### config.mk
export PLATFORM = sky130hd
export DESIGN_NAME = ps2_host_tx
export DESIGN_NICKNAME = d
export VERILOG_FILES = /design/src/rtl/ps2_pkg.sv /design/src/rtl/ps2_line_filter.sv /design/src/rtl/ps2_host_tx.sv
export SDC_FILE = /design/constraint.sdc
export NUM_CORES = 1
export LEC_CHECK = 0
export CAP_MARGIN = 20
export CORE_AREA = 5 5 95 97
export DETAILED_ROUTE_END_ITERATION = 10
export DIE_AREA = 0 0 100 102
export SLEW_MARGIN = 10
export SYNTH_ARGS = -nofsm -noshare
export SYNTH_HDL_FRONTEND = slang
export SYNTH_SLANG_ARGS = --single-unit
### constraint.sdc
create_clock -name CLK -period 1.75 [get_ports CLK]
set_input_delay 0.175 -clock CLK [delete_from_list [all_inputs] [get_ports CLK]]
set_output_delay 0.175 -clock CLK [all_outputs]
set_load 0.02 [all_outputs]
### src/rtl/ps2_pkg.sv
// Shared PS/2 definitions: transmitter state encoding, default timing constants
// and the odd-parity helper used by the host transmitter.
package ps2_pkg;

  typedef enum logic [2:0] {
    ST_IDLE     = 3'd0,
    ST_INHIBIT  = 3'd1,
    ST_REQ      = 3'd2,
    ST_SEND     = 3'd3,
    ST_ACK      = 3'd4,
    ST_WAITIDLE = 3'd5
  } ps2_state_e;

  localparam int INHIBIT_CYCLES_DEF = 2048;
  localparam int FILTER_CYCLES_DEF  = 8;
  localparam int TIMEOUT_CYCLES_DEF = 32768;

  function automatic logic odd_parity(input logic [7:0] data);
    return ~^data;
  endfunction

endpackage

### src/rtl/ps2_line_filter.sv
// Two-flop synchronizer plus stability filter for one PS/2 line; emits the
// filtered level and one-cycle fall/rise events. Shared with the PS/2 receiver.
module ps2_line_filter
  import ps2_pkg::*;
#(
  parameter int FILTER_CYCLES = FILTER_CYCLES_DEF
) (
  input  logic CLK,
  input  logic RST,
  input  logic LINE_IN,
  output logic SYNC,
  output logic LEVEL,
  output logic FALL,
  output logic RISE
);

  localparam int CNT_W = $clog2(FILTER_CYCLES + 1);

  logic             sync1_r;
  logic             sync2_r;
  logic             level_r;
  logic             fall_r;
  logic             rise_r;
  logic [CNT_W-1:0] cnt_r;

  // Synchronize the line and flip the filtered level once it has disagreed long enough
  always_ff @(posedge CLK) begin
    if (RST) begin
      sync1_r <= 1'b1;
      sync2_r <= 1'b1;
      level_r <= 1'b1;
      fall_r  <= 1'b0;
      rise_r  <= 1'b0;
      cnt_r   <= CNT_W'(0);
    end else begin
      sync1_r <= LINE_IN;
      sync2_r <= sync1_r;
      fall_r  <= 1'b0;
      rise_r  <= 1'b0;
      if (sync2_r == level_r) begin
        cnt_r <= CNT_W'(0);
      end else if (cnt_r == CNT_W'(FILTER_CYCLES - 1)) begin
        level_r <= sync2_r;
        fall_r  <= ~sync2_r;
        rise_r  <= sync2_r;
        cnt_r   <= CNT_W'(0);
      end else begin
        cnt_r <= cnt_r + CNT_W'(1);
      end
    end
  end

  assign SYNC  = sync2_r;
  assign LEVEL = level_r;
  assign FALL  = fall_r;
  assign RISE  = rise_r;

endmodule

### src/rtl/ps2_host_tx.sv
// PS/2 host-to-device command transmitter driving open-drain KB_CLK/KB_DATA
// through output enables. Define PS2_TX_TIMEOUT_EN to add the inter-edge watchdog.
module ps2_host_tx
  import ps2_pkg::*;
#(
  parameter int INHIBIT_CYCLES = INHIBIT_CYCLES_DEF,
  parameter int FILTER_CYCLES  = FILTER_CYCLES_DEF,
  parameter int TIMEOUT_CYCLES = TIMEOUT_CYCLES_DEF
) (
  input  logic       CLK,
  input  logic       RST,
  input  logic [7:0] TX_DATA,
  input  logic       TX_START,
  output logic       TX_BUSY,
  output logic       TX_DONE,
  output logic       TX_ERR,
  input  logic       KB_CLK_IN,
  input  logic       KB_DATA_IN,
  output logic       KB_CLK_OE,
  output logic       KB_DATA_OE
);

  localparam int INH_W = $clog2(INHIBIT_CYCLES + 1);

  ps2_state_e       state_r;
  logic [7:0]       data_r;
  logic             parity_r;
  logic [3:0]       bit_cnt_r;
  logic [INH_W-1:0] inh_cnt_r;
  logic             err_r;
  logic             busy_r;
  logic             done_r;
  logic             err_pulse_r;
  logic             clk_oe_r;
  logic             data_oe_r;

  logic clk_sync_s, clk_level_s, clk_fall_s, clk_rise_s;
  logic data_sync_s, data_level_s, data_fall_s, data_rise_s;
  logic timeout_s;
  logic unused_edges_s;

  ps2_line_filter #(.FILTER_CYCLES(FILTER_CYCLES)) u_clk_filter (
    .CLK(CLK), .RST(RST), .LINE_IN(KB_CLK_IN),
    .SYNC(clk_sync_s), .LEVEL(clk_level_s), .FALL(clk_fall_s), .RISE(clk_rise_s)
  );

  ps2_line_filter #(.FILTER_CYCLES(FILTER_CYCLES)) u_data_filter (
    .CLK(CLK), .RST(RST), .LINE_IN(KB_DATA_IN),
    .SYNC(data_sync_s), .LEVEL(data_level_s), .FALL(data_fall_s), .RISE(data_rise_s)
  );

  assign unused_edges_s = ^{clk_sync_s, clk_rise_s, data_fall_s, data_rise_s};

`ifdef PS2_TX_TIMEOUT_EN
  localparam int WD_W = $clog2(TIMEOUT_CYCLES + 1);
  logic [WD_W-1:0] wdog_r;
  logic            wd_active_s;

  assign wd_active_s = (state_r == ST_SEND) || (state_r == ST_ACK) || (state_r == ST_WAITIDLE);
  assign timeout_s   = wd_active_s && (wdog_r == WD_W'(TIMEOUT_CYCLES - 1));

  // Watchdog restarts on SEND entry and on every accepted clock edge
  always_ff @(posedge CLK) begin
    if (RST) begin
      wdog_r <= WD_W'(0);
    end else if ((state_r == ST_REQ) || clk_fall_s || clk_rise_s) begin
      wdog_r <= WD_W'(0);
    end else if (wd_active_s) begin
      wdog_r <= wdog_r + WD_W'(1);
    end else begin
      wdog_r <= WD_W'(0);
    end
  end
`else
  localparam int unused_timeout_c = TIMEOUT_CYCLES;
  assign timeout_s = 1'b0;
`endif

  // Transaction sequencer with registered line enables and status pulses
  always_ff @(posedge CLK) begin
    if (RST) begin
      state_r     <= ST_IDLE;
      data_r      <= 8'h00;
      parity_r    <= 1'b0;
      bit_cnt_r   <= 4'd0;
      inh_cnt_r   <= INH_W'(0);
      err_r       <= 1'b0;
      busy_r      <= 1'b0;
      done_r      <= 1'b0;
      err_pulse_r <= 1'b0;
      clk_oe_r    <= 1'b0;
      data_oe_r   <= 1'b0;
    end else begin
      done_r      <= 1'b0;
      err_pulse_r <= 1'b0;
      if (timeout_s) begin
        state_r     <= ST_IDLE;
        busy_r      <= 1'b0;
        done_r      <= 1'b1;
        err_pulse_r <= 1'b1;
        clk_oe_r    <= 1'b0;
        data_oe_r   <= 1'b0;
      end else begin
        case (state_r)
          ST_IDLE: begin
            if (TX_START) begin
              data_r    <= TX_DATA;
              parity_r  <= odd_parity(TX_DATA);
              bit_cnt_r <= 4'd0;
              inh_cnt_r <= INH_W'(0);
              err_r     <= 1'b0;
              busy_r    <= 1'b1;
              clk_oe_r  <= 1'b1;
              state_r   <= ST_INHIBIT;
            end
          end
          ST_INHIBIT: begin
            if (inh_cnt_r == INH_W'(INHIBIT_CYCLES - 1)) begin
              data_oe_r <= 1'b1;
              state_r   <= ST_REQ;
            end else begin
              inh_cnt_r <= inh_cnt_r + INH_W'(1);
            end
          end
          ST_REQ: begin
            clk_oe_r <= 1'b0;
            state_r  <= ST_SEND;
          end
          ST_SEND: begin
            // Falls 1..8 carry data LSB first, 9 parity, 10 the released stop bit
            if (clk_fall_s) begin
              bit_cnt_r <= bit_cnt_r + 4'd1;
              if (bit_cnt_r < 4'd8) begin
                data_oe_r <= ~data_r[bit_cnt_r[2:0]];
              end else if (bit_cnt_r == 4'd8) begin
                data_oe_r <= ~parity_r;
              end else begin
                data_oe_r <= 1'b0;
                state_r   <= ST_ACK;
              end
            end
          end
          ST_ACK: begin
            if (clk_fall_s) begin
              err_r   <= data_sync_s;
              state_r <= ST_WAITIDLE;
            end
          end
          ST_WAITIDLE: begin
            if (clk_level_s && data_level_s) begin
              busy_r      <= 1'b0;
              done_r      <= 1'b1;
              err_pulse_r <= err_r;
              state_r     <= ST_IDLE;
            end
          end
          default: begin
            state_r   <= ST_IDLE;
            busy_r    <= 1'b0;
            clk_oe_r  <= 1'b0;
            data_oe_r <= 1'b0;
          end
        endcase
      end
    end
  end

  assign TX_BUSY    = busy_r;
  assign TX_DONE    = done_r;
  assign TX_ERR     = err_pulse_r;
  assign KB_CLK_OE  = clk_oe_r;
  assign KB_DATA_OE = data_oe_r;

endmodule

==> metrics.yaml <==
setup_path:
  cp-endpoint: "KB_DATA_OE"
  path_class: "reg -> reg"
  cp_max_fo: 9
  worst_setup_path_start_kind: "flip-flop"
  slowest_stage: "dfxtp_1"
  r2r-end: "KB_DATA_OE"
  arrival_ns: 1.87
  crit_chain: "nor2b_1, a2111oi_0, nor4_1, a2111oi_1"
  r2r_start: "bit_cnt_r[0]"
  cp-end-kind: "flip-flop"
  r2r.worst_path.cells: 4
  required_ns: 1.93
  crit_start: "bit_cnt_r[0]"
  reg2reg_slack_ns: 0.06
  slowest_delay_ns: 0.52
placed_design:
  dp_worst_setup_slack_ns: -0.0829
  dp_hpwl_um: 3810
  dp_cells: 401
  place_area_sq_mm: 0.00278
  io_buffer_count: 17
  routabilityCongestion: 0.810
logic_synthesis:
  ys_async_sr_fraction_pct: 0
  synth_edf_count: 0
  netlist_instances: 265
  synth_top_area_cell: "dfxtp_1"
  yosys.area.top_type_share_pct: 41.9
  yosys.area_share.simple_pct: 26.9
  synth_compound_area_share_pct: 15.5
  synth_area_sq_mm: 0.00234
  ys_ff_latch: 49
  synth_flop_cell: "dfxtp_1"
  synth-adder-area-share_pct: 2.67
  synth.area.mux_share_pct: 2.99
  syn-mean-instance-area_sq_um: 8.83
  synth_area_leaders: "dfxtp_1 (42%), nand2_1 (5.5%), a21oi_1 (4.7%)"
  synth_cell_types: 49
  synth_top_family_by_area: "simple AND/OR/NAND/NOR gates"
  seq_area_frac_synth_pct: 41.9
  yosys_warnings: 0
  syn_nets: 283
  synth_xor_area_share_pct: 5.99
floorplan:
  dieArea_sq_mm: 0.0102
  initial_core_util_pct: 29.1
  io_pins: 18
  num_rows: 33
  die_w_um: 100
  die_h_um: 102
  core_region_area_sq_mm: 0.00805
route:
  drc: 0
  ant_nets: 0
  routed_wl_um: 5070
  dr.pass1.iters: 4
  wl_per_cell_um: 12.4
  via_per_inst: 4.84
  initialDrtViolationCount: 146
  via_count: 1985
timing:
  final.min_clock_period_ns: 1.69
  worst_clock_skew_ns: 0.00961
  grt_setup_unrepaired: "false"
  worst_slack_ns: 0.0594
  worst_pin_slew_ns: 0.456
  hold_violations: 0
  min_period_over_period_pct: 96.6
  setup_viol_count_final: 0
  maxSlewHeadroom_pct: 68.8
  maxSlewViolCount: 0
  fmax_mhz: 591
  fin_tns_setup_ns: 0
outcome:
  status: "finished, final reports clean"
global_route:
  grt_overflow_total: 0
  grt_max_degree: 16
  grt_pass1_vias: 1947
  grt_pass1_wl_um: 8800
  track_usage_pct: 10.5
  antenna_found_initial: 0
cts:
  cts-root-buf: "clkbuf_8"
  clk_pin_slew_worst_paths_ns: 0.09
  hold_buffers: 0
  cts_buffer_depth: 2
  insertion_delay_ns: 0.29
  cts_tree: "done"
  cts_inserted_buffers: 5
  htreeDepth: 2
  clkSinkCount: 49
final_layout:
  antenna_cells: 0
  layout-area-overhead-vs-synth_pct: 22.7
  drive_gt1_share_pct: 15.7
  postLayoutCellArea_sq_mm: 0.00287
  layout.nets: 322
  post-route-util_pct: 35.6
  instances_no_fill: 410
power_and_ir_drop:
  max-vdd-ir-drop_mv: 0.256
  p_per_area_mw_per_mm2: 722
  p_leak_nw: 1.02
hold_path:
  hold_path_class: "reg -> reg"
job:
  maxCapViolations: 0
## registers in the layout (all words and copies together), names as in the netlist, 3 cells and up
register             cells
bit_cnt_r                4
data_r                   8
inh_cnt_r               12
state_r                  3
u_clk_filter.cnt_r       4
u_data_filter.cnt_r      4
## worst max-delay path, delay by kind of cell (launching register included)
kind               cells  cell delay (ns)
AOI/OAI and AO/OA      2             0.87
and+or+nand+nor        2             0.19
DFF                    1             0.52
## logic make-up after synthesis
family	Yosys count
XOR/XNOR	16
AND/OR/NAND/NOR	113
AO/OA/AOI/OAI	54
flip-flops	49
buffers and inverters	21
multiplexers	7
adder cells (fa/ha/maj)	5
## Yosys cell counts, types with 2 or more instances
cell	count
ha_1	5
xor2_1	6
nand2_1	34
o41ai_1	2
and2_1	2
a2111oi_0	2
nor4_1	2
xnor2_1	10
nand3_1	10
nand4_2	2
a2111o_1	2
clkbuf_1	6
o31ai_1	3
or2_2	6
a2111oi_2	2
nor2b_1	3
a21oi_1	22
mux2i_1	7
nor3b_1	2
nor4b_1	2
inv_1	9
nand3b_1	4
a31oi_1	4
and3_1	3
a211o_1	2
or3_1	11
buf_2	4
o21ai_0	8
dfxtp_1	49
nand4_1	2
nor3_1	4
nor2_1	18
## cells in the final DEF (no fill, tap or decap), types with 3 or more instances in the layout
cell type,n
o21ai_0,8
clkbuf_8,5
nand3_1,10
xor2_1,6
dfxtp_1,49
clkdlybuf4s50_1,17
buf_4,27
inv_1,9
or3_1,11
nor3_1,4
xnor2_1,10
a21oi_1,22
or2_2,6
mux2i_1,7
and3_1,3
a31oi_1,4
nand3b_1,4
nor2_1,18
nor2b_1,3
nand2_1,34
ha_1,5
## power breakdown
part / internal, W / switching, W
combinational: 0.000134 / 0.000131
sequential: 0.00115 / 0.0000215
clock: 0.000278 / 0.000362
## layout make-up
class,count,area [sq um]
Clock buffer,6,72.6
Multi-Input combinational cell,195,1270
Tap cell,105,131
Timing Repair Buffer,44,373
Sequential cell,49,981
Inverter,9,33.8
Fill cell,845,5180
Clock inverter,2,10.0
## stage by stage
stage | hold slack, ns | power [W]
2_1_floorplan | 0.279 | 0.00134
5_1_grt | 0.436 | 0.00218
3_3_place_gp | 0.392 | 0.00146
3_5_place_dp | 0.402 | 0.00146
4_1_cts | 0.423 | 0.00212
6_report | 0.418 | 0.00207
## per-layer routing
layer / part of all wire (%) / track usage (%) / up-vias
met2: 47 / 17.9 / 28
li1: - / - / 1018
met5: 0 / 0 / -
met1: 48 / 13.5 / 937
met3: 4.0 / 2.87 / 2
met4: 0.57 / 2.18 / 0
## worst min-delay path by stage
stage,cells after the start,startpoint,slack [ns],endpoint
after global routing,2,KB_DATA_IN,0.44,u_data_filter.sync1_r
after CTS,1,u_clk_filter.sync1_r,0.42,u_clk_filter.SYNC
after floorplan,1,KB_CLK_IN,0.28,u_clk_filter.sync1_r
final,1,u_clk_filter.sync1_r,0.42,u_clk_filter.SYNC
after detailed placement,1,u_clk_filter.sync1_r,0.40,u_clk_filter.SYNC
after global placement,1,u_clk_filter.sync1_r,0.39,u_clk_filter.SYNC
## what timing repair did
| item | in CTS | in global routing |
|---|---|---|
| setup buffers | 1 | 0 |
| gates resized for setup | 1 | 0 |
| setup endpoints to repair | 2 | 1 |
| pin swaps | 0 | 1 |
Power figures use the tool's default switching activity.
